## config.mk

```make
export PLATFORM = sky130hd
export DESIGN_NAME = refresh_scheduler
export DESIGN_NICKNAME = d
export VERILOG_FILES = /design/src/rtl/ddr_maint_pkg.sv /design/src/rtl/refresh_rank_tracker.sv /design/src/rtl/single_edge_counter.sv /design/src/rtl/refresh_scheduler.sv
export SDC_FILE = /design/constraint.sdc
export NUM_CORES = 1
export LEC_CHECK = 0
export BUFFER_PORTS_ARGS = -buffer_cell sky130_fd_sc_hd__buf_2
export CAP_MARGIN = 20
export CORE_ASPECT_RATIO = 0.7
export CORE_MARGIN = 3
export CORE_UTILIZATION = 50
export CTS_CLUSTER_DIAMETER = 50
export CTS_CLUSTER_SIZE = 14
export DETAILED_ROUTE_END_ITERATION = 8
export HOLD_SLACK_MARGIN = 0.05
export PLACE_DENSITY = 0.67
export SLEW_MARGIN = 20
export SYNTH_ARGS = -nofsm -noshare
export SYNTH_HDL_FRONTEND = slang
export SYNTH_SLANG_ARGS = --single-unit
```

## constraint.sdc

```tcl
create_clock -name clk -period 2.25 [get_ports clk]
set_input_delay 0.1125 -clock clk [delete_from_list [all_inputs] [get_ports clk]]
set_output_delay 0.1125 -clock clk [all_outputs]
set_load 0.02 [all_outputs]
```

## src/rtl/ddr_maint_pkg.sv

```systemverilog
// Shared defaults, types and helpers for the DDR maintenance (refresh) logic.
package ddr_maint_pkg;

  localparam int unsigned DEF_NUM_RANKS     = 2;
  localparam int unsigned DEF_TREFI_CYCLES  = 640000;
  localparam int unsigned DEF_MAX_OWED      = 8;
  localparam int unsigned DEF_URGENT_THRESH = 6;

  // Index width that stays at least one bit wide for a single-entry range.
  function automatic int unsigned rank_width(input int unsigned n);
    return (n > 1) ? $clog2(n) : 1;
  endfunction

  localparam int unsigned DEF_RANK_W = rank_width(DEF_NUM_RANKS);
  localparam int unsigned DEF_OWED_W = $clog2(DEF_MAX_OWED + 1);

  typedef logic [DEF_RANK_W-1:0] rank_id_t;
  typedef logic [DEF_OWED_W-1:0] owed_cnt_t;

  typedef enum logic {
    ST_ARB = 1'b0,
    ST_REQ = 1'b1
  } req_state_t;

endpackage

```

## src/rtl/refresh_rank_tracker.sv

```systemverilog
// Per-rank refresh bookkeeping: tREFI interval, owed credit count, urgency and sticky overflow.
module refresh_rank_tracker
  import ddr_maint_pkg::*;
#(
  parameter int unsigned TREFI_CYCLES  = DEF_TREFI_CYCLES,
  parameter int unsigned MAX_OWED      = DEF_MAX_OWED,
  parameter int unsigned URGENT_THRESH = DEF_URGENT_THRESH
) (
  input  logic                               clk,
  input  logic                               n_rst,
  input  logic                               ref_en,
  input  logic                               dec,
  output logic [$clog2(MAX_OWED+1)-1:0]      owed,
  output logic                               urgent,
  output logic                               urgent_next_c,
  output logic                               overflow
);

  localparam int unsigned CNT_W  = rank_width(TREFI_CYCLES);
  localparam int unsigned OWED_W = $clog2(MAX_OWED + 1);

  logic              expiry_c;
  logic [OWED_W-1:0] owed_next;
  logic              ovf_set;

  single_edge_counter #(
    .SIZE    (CNT_W),
    .MAX_VAL (TREFI_CYCLES - 1)
  ) u_interval (
    .clk    (clk),
    .n_rst  (n_rst),
    .en     (ref_en),
    .wrap_c (expiry_c)
  );

  // An expiry and a grant in the same cycle cancel; expiry at the limit saturates.
  always_comb begin
    owed_next = owed;
    ovf_set   = 1'b0;
    if (expiry_c && !dec) begin
      if (owed == OWED_W'(MAX_OWED)) begin
        ovf_set = 1'b1;
      end else begin
        owed_next = owed + OWED_W'(1);
      end
    end else if (dec && !expiry_c) begin
      owed_next = owed - OWED_W'(1);
    end
  end

  assign urgent_next_c = (owed_next >= OWED_W'(URGENT_THRESH));

  always_ff @(posedge clk or negedge n_rst) begin
    if (!n_rst) begin
      owed     <= '0;
      urgent   <= 1'b0;
      overflow <= 1'b0;
    end else begin
      owed     <= owed_next;
      urgent   <= urgent_next_c;
      overflow <= overflow | ovf_set;
    end
  end

endmodule

```

## src/rtl/single_edge_counter.sv

```systemverilog
// Free-running modulo counter: counts 0..MAX_VAL while enabled, flags the wrap cycle.
module single_edge_counter #(
  parameter int unsigned SIZE    = 4,
  parameter int unsigned MAX_VAL = 15
) (
  input  logic clk,
  input  logic n_rst,
  input  logic en,
  output logic wrap_c
);

  logic [SIZE-1:0] count;

  assign wrap_c = en && (count == SIZE'(MAX_VAL));

  always_ff @(posedge clk or negedge n_rst) begin
    if (!n_rst) begin
      count <= '0;
    end else if (en) begin
      count <= wrap_c ? '0 : count + SIZE'(1);
    end
  end

endmodule

```

## src/rtl/refresh_scheduler.sv

```systemverilog
// Multi-rank refresh generator: per-rank trackers feed a round-robin, urgency-first arbiter
// whose winner is held as a registered request until the command scheduler issues it.
module refresh_scheduler
  import ddr_maint_pkg::*;
#(
  parameter int unsigned NUM_RANKS     = DEF_NUM_RANKS,
  parameter int unsigned TREFI_CYCLES  = DEF_TREFI_CYCLES,
  parameter int unsigned MAX_OWED      = DEF_MAX_OWED,
  parameter int unsigned URGENT_THRESH = DEF_URGENT_THRESH
) (
  input  logic                               clk,
  input  logic                               n_rst,
  input  logic                               ref_en,
  input  logic                               cmd_issued,
  output logic                               ref_req,
  output logic [rank_width(NUM_RANKS)-1:0]   ref_rank,
  output logic                               ref_urgent,
  output logic [NUM_RANKS-1:0]               owed_overflow
);

  localparam int unsigned RANK_W = rank_width(NUM_RANKS);
  localparam int unsigned OWED_W = $clog2(MAX_OWED + 1);

  req_state_t        state;
  req_state_t        state_next;
  logic [RANK_W-1:0] ptr;
  logic [RANK_W-1:0] ptr_next;
  logic [RANK_W-1:0] rank_next;
  logic              urgent_next;

  logic [OWED_W-1:0]    owed [NUM_RANKS];
  logic [NUM_RANKS-1:0] has_owed;
  logic [NUM_RANKS-1:0] urgent;
  logic [NUM_RANKS-1:0] urgent_nxt;
  logic [NUM_RANKS-1:0] dec;
  logic                 handshake;

  logic              any_cand;
  logic              urg_found;
  logic [RANK_W-1:0] any_win;
  logic [RANK_W-1:0] urg_win;
  logic [RANK_W-1:0] winner;
  int unsigned       idx;

  assign ref_req   = (state == ST_REQ);
  assign handshake = ref_req && cmd_issued;

  for (genvar r = 0; r < NUM_RANKS; r++) begin : g_rank
    assign dec[r]      = handshake && (ref_rank == RANK_W'(r));
    assign has_owed[r] = (owed[r] != '0);

    refresh_rank_tracker #(
      .TREFI_CYCLES  (TREFI_CYCLES),
      .MAX_OWED      (MAX_OWED),
      .URGENT_THRESH (URGENT_THRESH)
    ) u_tracker (
      .clk           (clk),
      .n_rst         (n_rst),
      .ref_en        (ref_en),
      .dec           (dec[r]),
      .owed          (owed[r]),
      .urgent        (urgent[r]),
      .urgent_next_c (urgent_nxt[r]),
      .overflow      (owed_overflow[r])
    );
  end

  // Scan ranks in rotation order from ptr; the first urgent candidate beats the first plain one.
  always_comb begin
    any_cand  = 1'b0;
    urg_found = 1'b0;
    any_win   = '0;
    urg_win   = '0;
    idx       = 0;
    for (int unsigned i = 0; i < NUM_RANKS; i++) begin
      idx = 32'(ptr) + i;
      if (idx >= NUM_RANKS) begin
        idx = idx - NUM_RANKS;
      end
      if (has_owed[RANK_W'(idx)]) begin
        if (!any_cand) begin
          any_cand = 1'b1;
          any_win  = RANK_W'(idx);
        end
        if (urgent[RANK_W'(idx)] && !urg_found) begin
          urg_found = 1'b1;
          urg_win   = RANK_W'(idx);
        end
      end
    end
    winner = urg_found ? urg_win : any_win;
  end

  always_ff @(posedge clk or negedge n_rst) begin
    if (!n_rst) begin
      state      <= ST_ARB;
      ref_rank   <= '0;
      ptr        <= '0;
      ref_urgent <= 1'b0;
    end else begin
      state      <= state_next;
      ref_rank   <= rank_next;
      ptr        <= ptr_next;
      ref_urgent <= urgent_next;
    end
  end

  always_comb begin
    state_next = state;
    case (state)
      ST_ARB:  if (any_cand)   state_next = ST_REQ;
      ST_REQ:  if (cmd_issued) state_next = ST_ARB;
      default: state_next = ST_ARB;
    endcase
  end

  // Rank is locked while requesting; urgency follows the locked rank's next owed value.
  always_comb begin
    rank_next   = ref_rank;
    ptr_next    = ptr;
    urgent_next = 1'b0;
    if (state == ST_ARB && any_cand) begin
      rank_next = winner;
    end
    if (handshake) begin
      ptr_next = (ref_rank == RANK_W'(NUM_RANKS - 1)) ? '0 : ref_rank + RANK_W'(1);
    end
    urgent_next = (state_next == ST_REQ) && urgent_nxt[rank_next];
  end

endmodule
```

==> key figures <==
Worst setup path
  • Worst path arrival time: 2.41 ns
  • Most common cell on crit path: a21oi_2
  • WS Path Type: flip-flop to flip-flop
  • Worst Setup End Kind: flip-flop
  • Largest fanout on the critical path: 5
  • Crit-path slowest cell: dfrtp_1
  • CP peak stage delay: 0.40 ns
  • CP required: 2.48 ns
  • Startpoint types: flip-flop
  • Crit-path cells: inv_2, ha_4, or3b_4, nor2_1, a21oi_1, ha_1, a21oi_2, a2bb2oi_1, a21oi_2, nor3_2, a211oi_2

Clock tree
  • Clk root buf: clkbuf_8
  • Max Buffers Root-to-Sink: 2
  • Clk sink count: 56
  • CTS tree: done
  • CTS buffer count: 5
  • Setup bufs post-CTS: 0
  • H-tree depth: 2
  • CTS clock-pin slew for the worst setup and hold paths: 0.09 ns
  • Worst-Skew Late Latency: 0.31 ns

Power and ir drop
  • Final Power: 3019 uW
  • Sequential share of power: 46.6%
  • Gate power share: 34.6%
  • Peak supply drop: 703.6 uV
  • Static Leakage: 0.001504 uW
  • PwrDens: 916.9 mW/mm2
  • Sw Ratio: 34.49%
  • Part of the power in the clock network: 18.7%
  • Sw power: 1041 uW
  • Internal power: 1978 uW

Layout
  • Register Area: 0.001401 mm2
  • Ant. Diodes: 0
  • Most frequent cells in the layout: 56 x dfrtp_1, 32 x nand2_1, 30 x nor2_1, 26 x xnor2_1, 17 x buf_4
  • Fin util: 60.73%
  • Multi-input logic area: 0.001473 mm2
  • Number of fillers in the final layout: 438
  • Most common cell after layout, fill and taps aside: dfrtp_1
  • Layout cells sized above 1: 18.85%
  • Nets@finish: 323
  • Synth-to-layout area growth: 13.89%

Run status
  • Status: finished, final reports clean

Synth
  • Post-synth cell types: 53
  • Syn nets: 293
  • Sequential share of the synthesized area: 48.46%
  • Ys flop type: dfrtp_1
  • Cells after Synth: 282
  • Synth Warn #: 0
  • Cell Area, Synth: 0.002892 mm2
  • Mapped Avg Cell Area: 10.25 um2
  • Synth async-reset ratio: 100.0%
  • Post-synth EDFFs: 0
  • Register bit total from synthesis: 56

Global route
  • Global-route wire length before repair: 9.149 mm
  • Pin count of the biggest net entering global routing: 34
  • Total GRT Usage: 16.51%
  • Vias in the first global route: 2,029
  • Grt ovf: 0
  • Initial antenna violation count: 0

STA
  • Final Hold Vio Count: 0
  • RSZ-0062 raised after global routing: true
  • Fmax: 0.4576 GHz
  • Fin worst setup slack: 0.06488 ns
  • Worst Max-Slew Pin Slew: 0.5697 ns
  • Max-slew violations: 0
  • Fin Hold WS: 0.1659 ns
  • Crit path time final: 2.185 ns
  • Setup violations, final: 0
  • Slew margin rel.: 62.02%
  • Fin crit share: 97.12%
  • Setup Skew: 0.005986 ns

Place
  • I/O Buffers: 8
  • DP HPWL: 3.811 mm
  • Pre-CTS setup slack: -0.1497 ns
  • Placer Congestion: 0.8066

Floorplanning
  • Width of the die: 96.89 um
  • Io pins: 9
  • Number of core rows: 22
  • Die H: 69.63 um
  • Core Area: 0.005423 mm2
  • Die ar.: 0.006746 mm2
  • Starting Density: 53.32%

Flow run
  • Max-cap violations: 0

Route
  • Routed WL: 5.102 mm
  • DRT Pass-1 Iters: 4
  • Drt wl/cell: 13.25 um
  • DRC: 0
  • Drt via density: 5.301
  • Vias: 2,041
  • Iter 0 DRT Violations: 91
  • Antenna-violating nets left: 0

Worst hold path
  • Min-delay worst type: input pin to flip-flop
worst max-delay path, delay by kind of cell (launching register included):
family	cells	cell delay, ns
buffers and inverters	1	0.08
and+or+nand+nor	3	0.54
DFF	1	0.40
AOI/OAI and AO/OA	5	0.63
adders and majority gates	2	0.47
layout make-up:
class                      count  share of cell area [%]
clock buffer                   7                   2.622
inverter                      10                   1.140
tap                           72                   2.736
timing repair buffer          27                   6.003
sequential                    56                   42.55
clock inverter                 1                  0.2280
multi-input combinational    212                   44.72
sequential cells by signal, indices dropped and copies added (netlist names):
| signal | flops |
|---|---|
| g_rank.u_tracker.urgent | 2 |
| g_rank.u_tracker.u_interval.count | 40 |
| g_rank.u_tracker.overflow | 2 |
| ptr | 1 |
| ref_req | 1 |
| g_rank.u_tracker.owed | 8 |
| ref_urgent | 1 |
| ref_rank | 1 |
synth_stat cells (all sizes together), types with 3 or more instances:
| cell type | count | area (um2) |
|---|---|---|
| xnor2 | 26 | 227.7 |
| a21oi | 6 | 30.03 |
| nand3 | 15 | 75.07 |
| buf | 3 | 20.01 |
| nor2b | 3 | 18.77 |
| nor2 | 31 | 123.9 |
| inv | 10 | 37.54 |
| nor3b | 3 | 22.52 |
| and3 | 7 | 43.79 |
| nor3 | 7 | 40.04 |
| nor4 | 3 | 33.78 |
| nand2 | 33 | 126.4 |
| mux2i | 3 | 42.54 |
| and2 | 4 | 25.02 |
| xor2 | 12 | 105.1 |
| ha | 7 | 87.58 |
| dfrtp | 56 | 1401 |
| nand4 | 11 | 90.08 |
| o21ai | 10 | 50.05 |
per-layer routing:
layer,GRT usage [%],up-vias,wire length (um)
li1,-,1034,-
met1,25.60,980,2861
met2,23.01,20,2029
met3,3.015,7,135
met4,5.607,0,75
met5,0,-,0
worst paths after layout:
| kind | startpoint | end | slack (ns) | depth (start not counted) |
|---|---|---|---|---|
| min reg2reg | g_rank[0].u_tracker.overflow$_DFF_PN0_ | g_rank[0].u_tracker.overflow$_DFF_PN0_ | 0.46 | 1 |
| max reg2reg | g_rank[0].u_tracker.owed[1]$_DFF_PN0_ | ref_urgent$_DFF_PN0_ | 0.06 | 11 |
| min in group asynchronous | n_rst | g_rank[1].u_tracker.u_interval.count[18]$_DFFE_PN0P_ | 0.32 | 2 |
| max in group asynchronous | n_rst | g_rank[0].u_tracker.owed[1]$_DFF_PN0_ | 1.37 | 3 |
| min | ref_en | g_rank[1].u_tracker.u_interval.count[0]$_DFFE_PN0P_ | 0.17 | 3 |
| max | g_rank[0].u_tracker.owed[1]$_DFF_PN0_ | ref_urgent$_DFF_PN0_ | 0.06 | 11 |
per-stage QoR:
step / setup TNS, ns / instance area (um2) / instances
final: 0 / 3293 / 385
after global routing: -0.05782 / 3293 / 385
after CTS: 0 / 3271 / 385
after detailed placement: -0.1497 / 3146 / 376
after global placement: 0 / 3146 / 376
after floorplan: 0 / 2892 / 282
repair_timing:
item | CTS | global route
resized for setup | 6 | 6
setup endpoints to repair | 1 | 2
gates cloned | 0 | 0
hold endpoints to repair | 23 | 0
pin swaps | 1 | 3
hold buffers | 1 | 0
logic make-up (layout without fill, tap and decap cells):
group | count (synthesis) | in the layout | share of synthesized area [%]
and+or+nand+nor | 128 | 128 | 24.15
DFF | 56 | 56 | 48.46
xor gates and xnor gates | 38 | 38 | 11.51
AOI/OAI and AO/OA | 33 | 33 | 8.005
buffers and inverters | 14 | 45 | 2.120
adders and majority gates | 9 | 9 | 3.764
muxes | 4 | 4 | 1.990
power by group through the flow:
| stage | clock (uW) | sequential (uW) | combinational [uW] |
|---|---|---|---|
| finish | 566 | 1410 | 1050 |
| CTS | 589 | 1400 | 1020 |
| detailed placement | 0 | 1410 | 970 |
| global route | 633 | 1440 | 1170 |
| floorplan | 0 | 1420 | 679 |
| global placement | 0 | 1410 | 951 |
No activity file was read; power rests on OpenSTA's default activity.
